--- config.mk ---
export PLATFORM = sky130hd
export DESIGN_NAME = i2c_regfile_arbiter
export DESIGN_NICKNAME = d
export VERILOG_FILES = /design/src/rtl/i2c_regfile_arbiter_pkg.sv /design/src/rtl/i2c_regfile_arbiter_regfile.sv /design/src/rtl/i2c_regfile_arbiter.sv
export SDC_FILE = /design/constraint.sdc
export NUM_CORES = 1
export LEC_CHECK = 0
export ABC_AREA = 1
export BUFFER_PORTS_ARGS = -buffer_cell sky130_fd_sc_hd__buf_2
export CAP_MARGIN = 20
export CORE_MARGIN = 5
export CORE_UTILIZATION = 56
export DETAILED_ROUTE_END_ITERATION = 6
export GPL_TIMING_DRIVEN = 1
export PLACE_DENSITY = 0.89
export SLEW_MARGIN = 0
export SYNTH_ARGS = -nofsm -noshare
export SYNTH_HDL_FRONTEND = slang
export SYNTH_HIERARCHICAL = 1
export SYNTH_SLANG_ARGS = --single-unit
export TNS_END_PERCENT = 50
--- constraint.sdc ---
create_clock -name clk -period 6.4 [get_ports clk]
set_input_delay 0.96 -clock clk [delete_from_list [all_inputs] [get_ports clk]]
set_output_delay 0.96 -clock clk [all_outputs]
set_load 0.05 [all_outputs]
--- src/rtl/i2c_regfile_arbiter_pkg.sv ---
// Purpose: shared types and constants for the I2C register-file arbiter.
// Latency: n/a (types only).
// Backpressure: n/a (types only).
package i2c_arb_pkg;

    // Register data width; the I2C byte stream and register file are byte-wide.
    localparam int DATA_W     = 8;
    // Widest register pointer the request slot can carry; ADDR_W must not exceed it.
    localparam int ADDR_MAX_W = 8;

    typedef enum logic [1:0] {
        T_IDLE  = 2'd0,
        T_PTR   = 2'd1,
        T_WDATA = 2'd2,
        T_RDATA = 2'd3
    } txn_state_t;

    // One posted I2C register access waiting for its execution slot.
    typedef struct packed {
        logic                  valid;
        logic                  we;
        logic [ADDR_MAX_W-1:0] addr;
        logic [DATA_W-1:0]     data;
    } req_t;

endpackage

--- src/rtl/i2c_regfile_arbiter_regfile.sv ---
// Purpose: NUM_REGS x 8 register array with a single shared read/write port.
// Latency: writes commit at the edge; read data is registered, valid one cycle after acc_re.
// Backpressure: none, one access per cycle is accepted unconditionally.
//
// Ports:
//   clk, rst_n          clock, asynchronous active-low reset
//   acc_we / acc_re     write / read strobe for the single port
//   acc_addr, acc_wdat  access address and write data
//   rd_dat              registered read data (holds until the next read)
//   regs_flat           every register, reg k at [8k+7:8k]
module i2c_regfile
    import i2c_arb_pkg::*;
#(
    parameter int               ADDR_W    = 4,
    parameter logic [DATA_W-1:0] RESET_VAL = 8'h00
) (
    input  logic                            clk,
    input  logic                            rst_n,
    input  logic                            acc_we,
    input  logic                            acc_re,
    input  logic [ADDR_W-1:0]               acc_addr,
    input  logic [DATA_W-1:0]               acc_wdat,
    output logic [DATA_W-1:0]               rd_dat,
    output logic [DATA_W*(2**ADDR_W)-1:0]   regs_flat
);

    localparam int NUM_REGS = 2 ** ADDR_W;

    logic [DATA_W-1:0] regs [NUM_REGS];

    always_ff @(posedge clk or negedge rst_n) begin
        if (!rst_n) begin
            for (int i = 0; i < NUM_REGS; i++) begin
                regs[i] <= RESET_VAL;
            end
            rd_dat <= '0;
        end else begin
            if (acc_we) begin
                regs[acc_addr] <= acc_wdat;
            end
            if (acc_re) begin
                rd_dat <= regs[acc_addr];
            end
        end
    end

    for (genvar g = 0; g < NUM_REGS; g++) begin : g_flat
        assign regs_flat[DATA_W*g +: DATA_W] = regs[g];
    end

endmodule

--- src/rtl/i2c_regfile_arbiter.sv ---
// Purpose: turns the I2C subordinate byte stream into pointer/data register accesses and shares the register file with a host port.
// Latency: I2C access executes one edge after it is posted; I2C read data (tx_valid) two edges after tx_req is sampled; host write at grant edge, host read data one cycle after grant.
// Backpressure: I2C has priority; host_gnt drops for the cycle an I2C access is pending; hold_clock_low stretches SCL while read data is fetched.
//
// Ports:
//   clk, rst_n                              clock, asynchronous active-low reset
//   i2c_start/i2c_stop/i2c_rw               transaction framing from the subordinate (rw valid with start, 1 = master reads)
//   i2c_rx_valid/i2c_rx_byte                received byte strobe and data
//   i2c_tx_req -> i2c_tx_valid/i2c_tx_byte  next byte request and its registered answer
//   hold_clock_low                          SCL stretch request while a read is in flight
//   host_req/we/addr/wdata -> host_gnt      host access, held until granted (grant is combinational)
//   host_rvalid/host_rdata                  host read return, one cycle after grant
//   regs_flat                               every register, reg k at [8k+7:8k]
//   err_overrun                             sticky: a new I2C access replaced a pending one
// Optional build macro I2C_ARB_WRITE_LOCK_EN adds input i2c_wr_lock and sticky output err_wlock:
//   I2C data writes arriving while locked are dropped (pointer still advances); host writes unaffected.
module i2c_regfile_arbiter
    import i2c_arb_pkg::*;
#(
    parameter int                ADDR_W    = 4,
    parameter logic [DATA_W-1:0] RESET_VAL = 8'h00
) (
    input  logic                          clk,
    input  logic                          rst_n,
    input  logic                          i2c_start,
    input  logic                          i2c_stop,
    input  logic                          i2c_rw,
    input  logic                          i2c_rx_valid,
    input  logic [7:0]                    i2c_rx_byte,
    input  logic                          i2c_tx_req,
    output logic [7:0]                    i2c_tx_byte,
    output logic                          i2c_tx_valid,
    output logic                          hold_clock_low,
    input  logic                          host_req,
    input  logic                          host_we,
    input  logic [ADDR_W-1:0]             host_addr,
    input  logic [7:0]                    host_wdata,
    output logic                          host_gnt,
    output logic                          host_rvalid,
    output logic [7:0]                    host_rdata,
    output logic [8*(2**ADDR_W)-1:0]      regs_flat,
`ifdef I2C_ARB_WRITE_LOCK_EN
    input  logic                          i2c_wr_lock,
    output logic                          err_wlock,
`endif
    output logic                          err_overrun
);

    localparam logic [ADDR_W-1:0] PTR_ONE = ADDR_W'(1);

    txn_state_t          state, state_nxt;
    logic [ADDR_W-1:0]   ptr, ptr_nxt;
    req_t                pend;

    logic                post_vld;
    logic                post_we;
    logic                wr_lock;
    logic                i2c_exec;
    logic                i2c_rd_done;

    logic                acc_we;
    logic                acc_re;
    logic [ADDR_W-1:0]   acc_addr;
    logic [DATA_W-1:0]   acc_wdat;
    logic [DATA_W-1:0]   rd_dat;

    // Upper pointer bits of the request slot are always zero for ADDR_W < ADDR_MAX_W.
    logic                unused_addr_hi;
    assign unused_addr_hi = ^pend.addr;

`ifdef I2C_ARB_WRITE_LOCK_EN
    logic wlock_hit;
    assign wr_lock   = i2c_wr_lock;
    assign wlock_hit = (state == T_WDATA) && i2c_rx_valid && i2c_wr_lock;

    always_ff @(posedge clk or negedge rst_n) begin
        if (!rst_n) begin
            err_wlock <= 1'b0;
        end else if (wlock_hit) begin
            err_wlock <= 1'b1;
        end
    end
`else
    assign wr_lock = 1'b0;
`endif

    //------------------------------------------------------------------
    // Transaction FSM and pointer
    //------------------------------------------------------------------
    always_ff @(posedge clk or negedge rst_n) begin
        if (!rst_n) begin
            state <= T_IDLE;
            ptr   <= '0;
        end else begin
            state <= state_nxt;
            ptr   <= ptr_nxt;
        end
    end

    always_comb begin
        state_nxt = state;
        ptr_nxt   = ptr;
        post_vld  = 1'b0;
        post_we   = 1'b0;

        case (state)
            T_PTR: begin
                if (i2c_rx_valid) begin
                    ptr_nxt   = i2c_rx_byte[ADDR_W-1:0];
                    state_nxt = T_WDATA;
                end
            end
            T_WDATA: begin
                if (i2c_rx_valid) begin
                    // Pointer advances even when a locked write is dropped.
                    ptr_nxt = ptr + PTR_ONE;
                    if (!wr_lock) begin
                        post_vld = 1'b1;
                        post_we  = 1'b1;
                    end
                end
            end
            T_RDATA: begin
                if (i2c_tx_req) begin
                    ptr_nxt  = ptr + PTR_ONE;
                    post_vld = 1'b1;
                end
            end
            default: ;
        endcase

        // Framing overrides the data-driven transition; start beats stop.
        // The pointer is kept so write-pointer / repeated-start / read works.
        if (i2c_start) begin
            state_nxt = i2c_rw ? T_RDATA : T_PTR;
        end else if (i2c_stop) begin
            state_nxt = T_IDLE;
        end
    end

    //------------------------------------------------------------------
    // Register-file port arbitration
    //------------------------------------------------------------------
    // A pending access executes at the next edge unless a newer post
    // replaces it in that same cycle (overrun drops the older one).
    assign i2c_exec = pend.valid && !post_vld;
    assign host_gnt = host_req && !pend.valid;

    always_comb begin
        acc_we   = 1'b0;
        acc_re   = 1'b0;
        acc_addr = host_addr;
        acc_wdat = host_wdata;
        if (i2c_exec) begin
            acc_we   = pend.we;
            acc_re   = !pend.we;
            acc_addr = pend.addr[ADDR_W-1:0];
            acc_wdat = pend.data;
        end else if (host_gnt) begin
            acc_we   = host_we;
            acc_re   = !host_we;
        end
    end

    i2c_regfile #(
        .ADDR_W    (ADDR_W),
        .RESET_VAL (RESET_VAL)
    ) u_regfile (
        .clk       (clk),
        .rst_n     (rst_n),
        .acc_we    (acc_we),
        .acc_re    (acc_re),
        .acc_addr  (acc_addr),
        .acc_wdat  (acc_wdat),
        .rd_dat    (rd_dat),
        .regs_flat (regs_flat)
    );

    // Host read data is the register-file output in the cycle after grant.
    assign host_rdata = rd_dat;

    //------------------------------------------------------------------
    // Pending slot, read return path, clock stretch
    //------------------------------------------------------------------
    always_ff @(posedge clk or negedge rst_n) begin
        if (!rst_n) begin
            pend           <= '0;
            err_overrun    <= 1'b0;
            i2c_rd_done    <= 1'b0;
            i2c_tx_valid   <= 1'b0;
            i2c_tx_byte    <= '0;
            hold_clock_low <= 1'b0;
            host_rvalid    <= 1'b0;
        end else begin
            if (post_vld) begin
                pend.valid <= 1'b1;
                pend.we    <= post_we;
                pend.addr  <= ADDR_MAX_W'(ptr);
                pend.data  <= i2c_rx_byte;
                if (pend.valid) begin
                    err_overrun <= 1'b1;
                end
            end else if (i2c_exec) begin
                pend.valid <= 1'b0;
            end

            // Read executed last edge: its data sits in rd_dat now.
            i2c_rd_done  <= i2c_exec && !pend.we;
            i2c_tx_valid <= i2c_rd_done;
            if (i2c_rd_done) begin
                i2c_tx_byte <= rd_dat;
            end

            // Stretch from the read post until its byte is presented; a
            // fresh read post in the same cycle keeps the stretch going.
            if (post_vld && !post_we) begin
                hold_clock_low <= 1'b1;
            end else if (i2c_rd_done) begin
                hold_clock_low <= 1'b0;
            end

            host_rvalid <= host_gnt && !host_we;
        end
    end

endmodule

==> run summary <==
#FFs+latches synth - 169
Die Span Y - 129 um
largest cells by area after synthesis - dfrtp_1 (54%), nand2_1 (19%), o21ai_0 (3.7%), nor2_1 (3.6%), o21ai_1 (3.4%)
Hold Fails Final Rpt - 0
critical path's largest stage delay - 0.58 ns
initial antenna violation count - 0
TNS Setup - 0 ns
total grt overflow - 0
most frequent cells in the layout - nand2_1 (402), buf_2 (176), dfrtp_1 (169), nor2_1 (76), o21ai_0 (59)
max-cap check violation count - 0
unrepaired setup endpoints after global routing - false
Cells after DPL - 1295
die area - 16600 sq um
element type at the critical path end - register
antenna-violating nets left - 0
clk_lat worst skew - 0.43 ns
CTS Buf Count - 17
layout cell share with drive strength beyond 1 - 21.4%
core area - 13800 sq um
Initial Utilization - 57.0%
Synth Net Count - 1023
WHS - 0.448 ns
post-synth top area share - 53.6%
Worst VDD drop - 0.366 mV
Longest Clk Path Bufs - 2
flop2flop setup slack - 2.63 ns
Boundary Pins - 178
Crit path arrival time - 4.04 ns
outcome - finished, final reports clean
hold crit path type - register to register
Final nets - 1168
Crit-path slowest cell - buf_4
Clk pin slew, worst setup/hold paths - 0.07 ns
drt first pass iters - 5
dpl hpwl - 15.7 mm
Buffers on Ports - 177
Clock Sinks - 169
RD Place Congestion - 0.902
CP Data Required Time - 6.67 ns
diode count - 0
Post-synth EDFFs - 0
final setup margin - 2.63 ns
number of synthesis warnings - 6
Yosys top cell by area - dfrtp_1
final setup vio count - 0
Synth async-reset ratio - 100%
Clock Tree Root - clkbuf_16
fin. max-slew vios - 0
worst setup path class - register to register
crit-path max FO - 67
CTS tree - done
LEAKAGE - 4.96 nW
All-Layer GR Usage - 28.3%
Die Span X - 129 um
largest net degree at the start of global routing - 107
Slew headroom - 36.5%
# rows - 43
post-CTS setup buffer count - 0
Worst Clk Skew - 0.00998 ns
commonest non-fill, non-tap cell in the layout - nand2_1
Most Frequent Cell on Critical Path - nand2_1
syn_area_per_cell - 7.97 sq um
DRT iter0 DRCs - 997
global-route wire length before repair - 36.5 mm
Hold-fix buffers, CTS - 0
Layout area overhead - 18.9%
Syn Inst Count - 990
Final period util - 58.9%
via/cell ratio - 5.61
post-CTS sizing - 0
Seq/Total Area, Yosys - 53.6%
synthesized area - 7890 sq um
Post-Layout Cell Count - 1328
CTS H-tree depth - 4
Remaining DRCs - 0
Least-Margin Pin Slew - 0.953 ns
vias in the first global route - 6957
count of cell types in the netlist - 30
total power draw - 5.87 mW
Post-synth top flop - dfrtp_1
startpoint types - register
Max Freq - 0.265 GHz
drt wl/cell - 17.4 um
pwr/cell area - 626 nW/um^2
Total Routed Length - 23.2 mm
Min Clock Period, post-route - 3.77 ns
dpl ws - 2.12 ns
crit path cell chain - inv_1, ha_1, nand2_2, nand3_4, nand2_1, o21ai_4, buf_4, inv_2, buf_12, nor3_2, nand2_1, nand2_1, o21ai_1
vias - 7446
cell usage after synthesis, types with 2 or more instances:
| library cell | count |
|---|---|
| a21oi_1 | 45 |
| buf_2 | 18 |
| buf_4 | 12 |
| buf_6 | 4 |
| clkbuf_1 | 21 |
| dfrtp_1 | 169 |
| ha_1 | 4 |
| inv_1 | 38 |
| inv_2 | 4 |
| mux2_2 | 8 |
| nand2_1 | 402 |
| nand2_2 | 3 |
| nand3_1 | 43 |
| nand4_1 | 9 |
| nor2_1 | 76 |
| nor2_2 | 4 |
| nor2_4 | 5 |
| nor3_2 | 2 |
| o21ai_0 | 59 |
| o21ai_1 | 54 |
sequential cells by signal, indices dropped and copies added (netlist names):
name and flops:
err_overrun 1, hold_clock_low 1, host_rvalid 1, i2c_rd_done 1, i2c_tx_byte 8, i2c_tx_valid 1, pend 14, ptr 4
state 2, u_regfile/rd_dat 8, u_regfile/regs_flat 128
area by class of cell:
type                            instances  area (sq um)
Multi-Input combinational cell        721          3200
Clock buffer                           21           470
Fill cell                            1105          4450
Sequential cell                       169          4230
Timing Repair Buffer                  182           942
Inverter                               44           166
Tap cell                              180           225
Clock inverter                         11           145
cells by family (layout without fill, tap and decap cells):
logic type | count (synthesis) | in the layout | synth area share, %
buf+inv | 100 | 258 | 6.01
fa+ha+maj | 4 | 4 | 0.635
simple gates | 547 | 547 | 28.2
compound gates | 162 | 162 | 10.4
mux | 8 | 8 | 1.14
flops | 169 | 169 | 53.6
per-layer routing:
metal / GRT usage, % / wire length (um) / vias up
li1: - / - / 3443
met5: 0 / 0 / -
met1: 37.5 / 8870 / 3470
met4: 10.9 / 632 / 0
met2: 45.0 / 11000 / 478
met3: 7.35 / 2620 / 55
power by group:
part           leakage, nW  switching [mW]  total [mW]  internal (mW)
combinational         2.56            2.24        2.87          0.632
clock                0.295           0.419        1.06          0.644
sequential            2.11           0.413        1.93           1.52
critical path, delay by kind of cell, from the launching register on:
kind | cells | cell delay [ns]
simple gates | 6 | 1.50
flops | 1 | 0.42
compound gates | 2 | 0.18
fa+ha+maj | 1 | 0.21
buf+inv | 4 | 1.26
stage by stage:
stage | utilization (%) | area (sq um)
final | 67.8 | 9380
after global routing | 67.8 | 9380
after CTS | 67.7 | 9360
after detailed placement | 63.2 | 8740
after global placement | 63.2 | 8740
after floorplan | - | 7890
path summary, 6_finish.rpt:
kind                           from                        to  depth (start not counted)
setup / recovery           state[0]  u_regfile/regs_flat[123]                         13
hold / removal             pend[16]               i2c_rd_done                          1
setup reg to reg           state[0]  u_regfile/regs_flat[123]                         13
hold reg to reg            pend[16]               i2c_rd_done                          1
max in group asynchronous     rst_n               err_overrun                          2
min in group asynchronous     rst_n   u_regfile/regs_flat[52]                          1
Power figures use the tool's default switching activity.
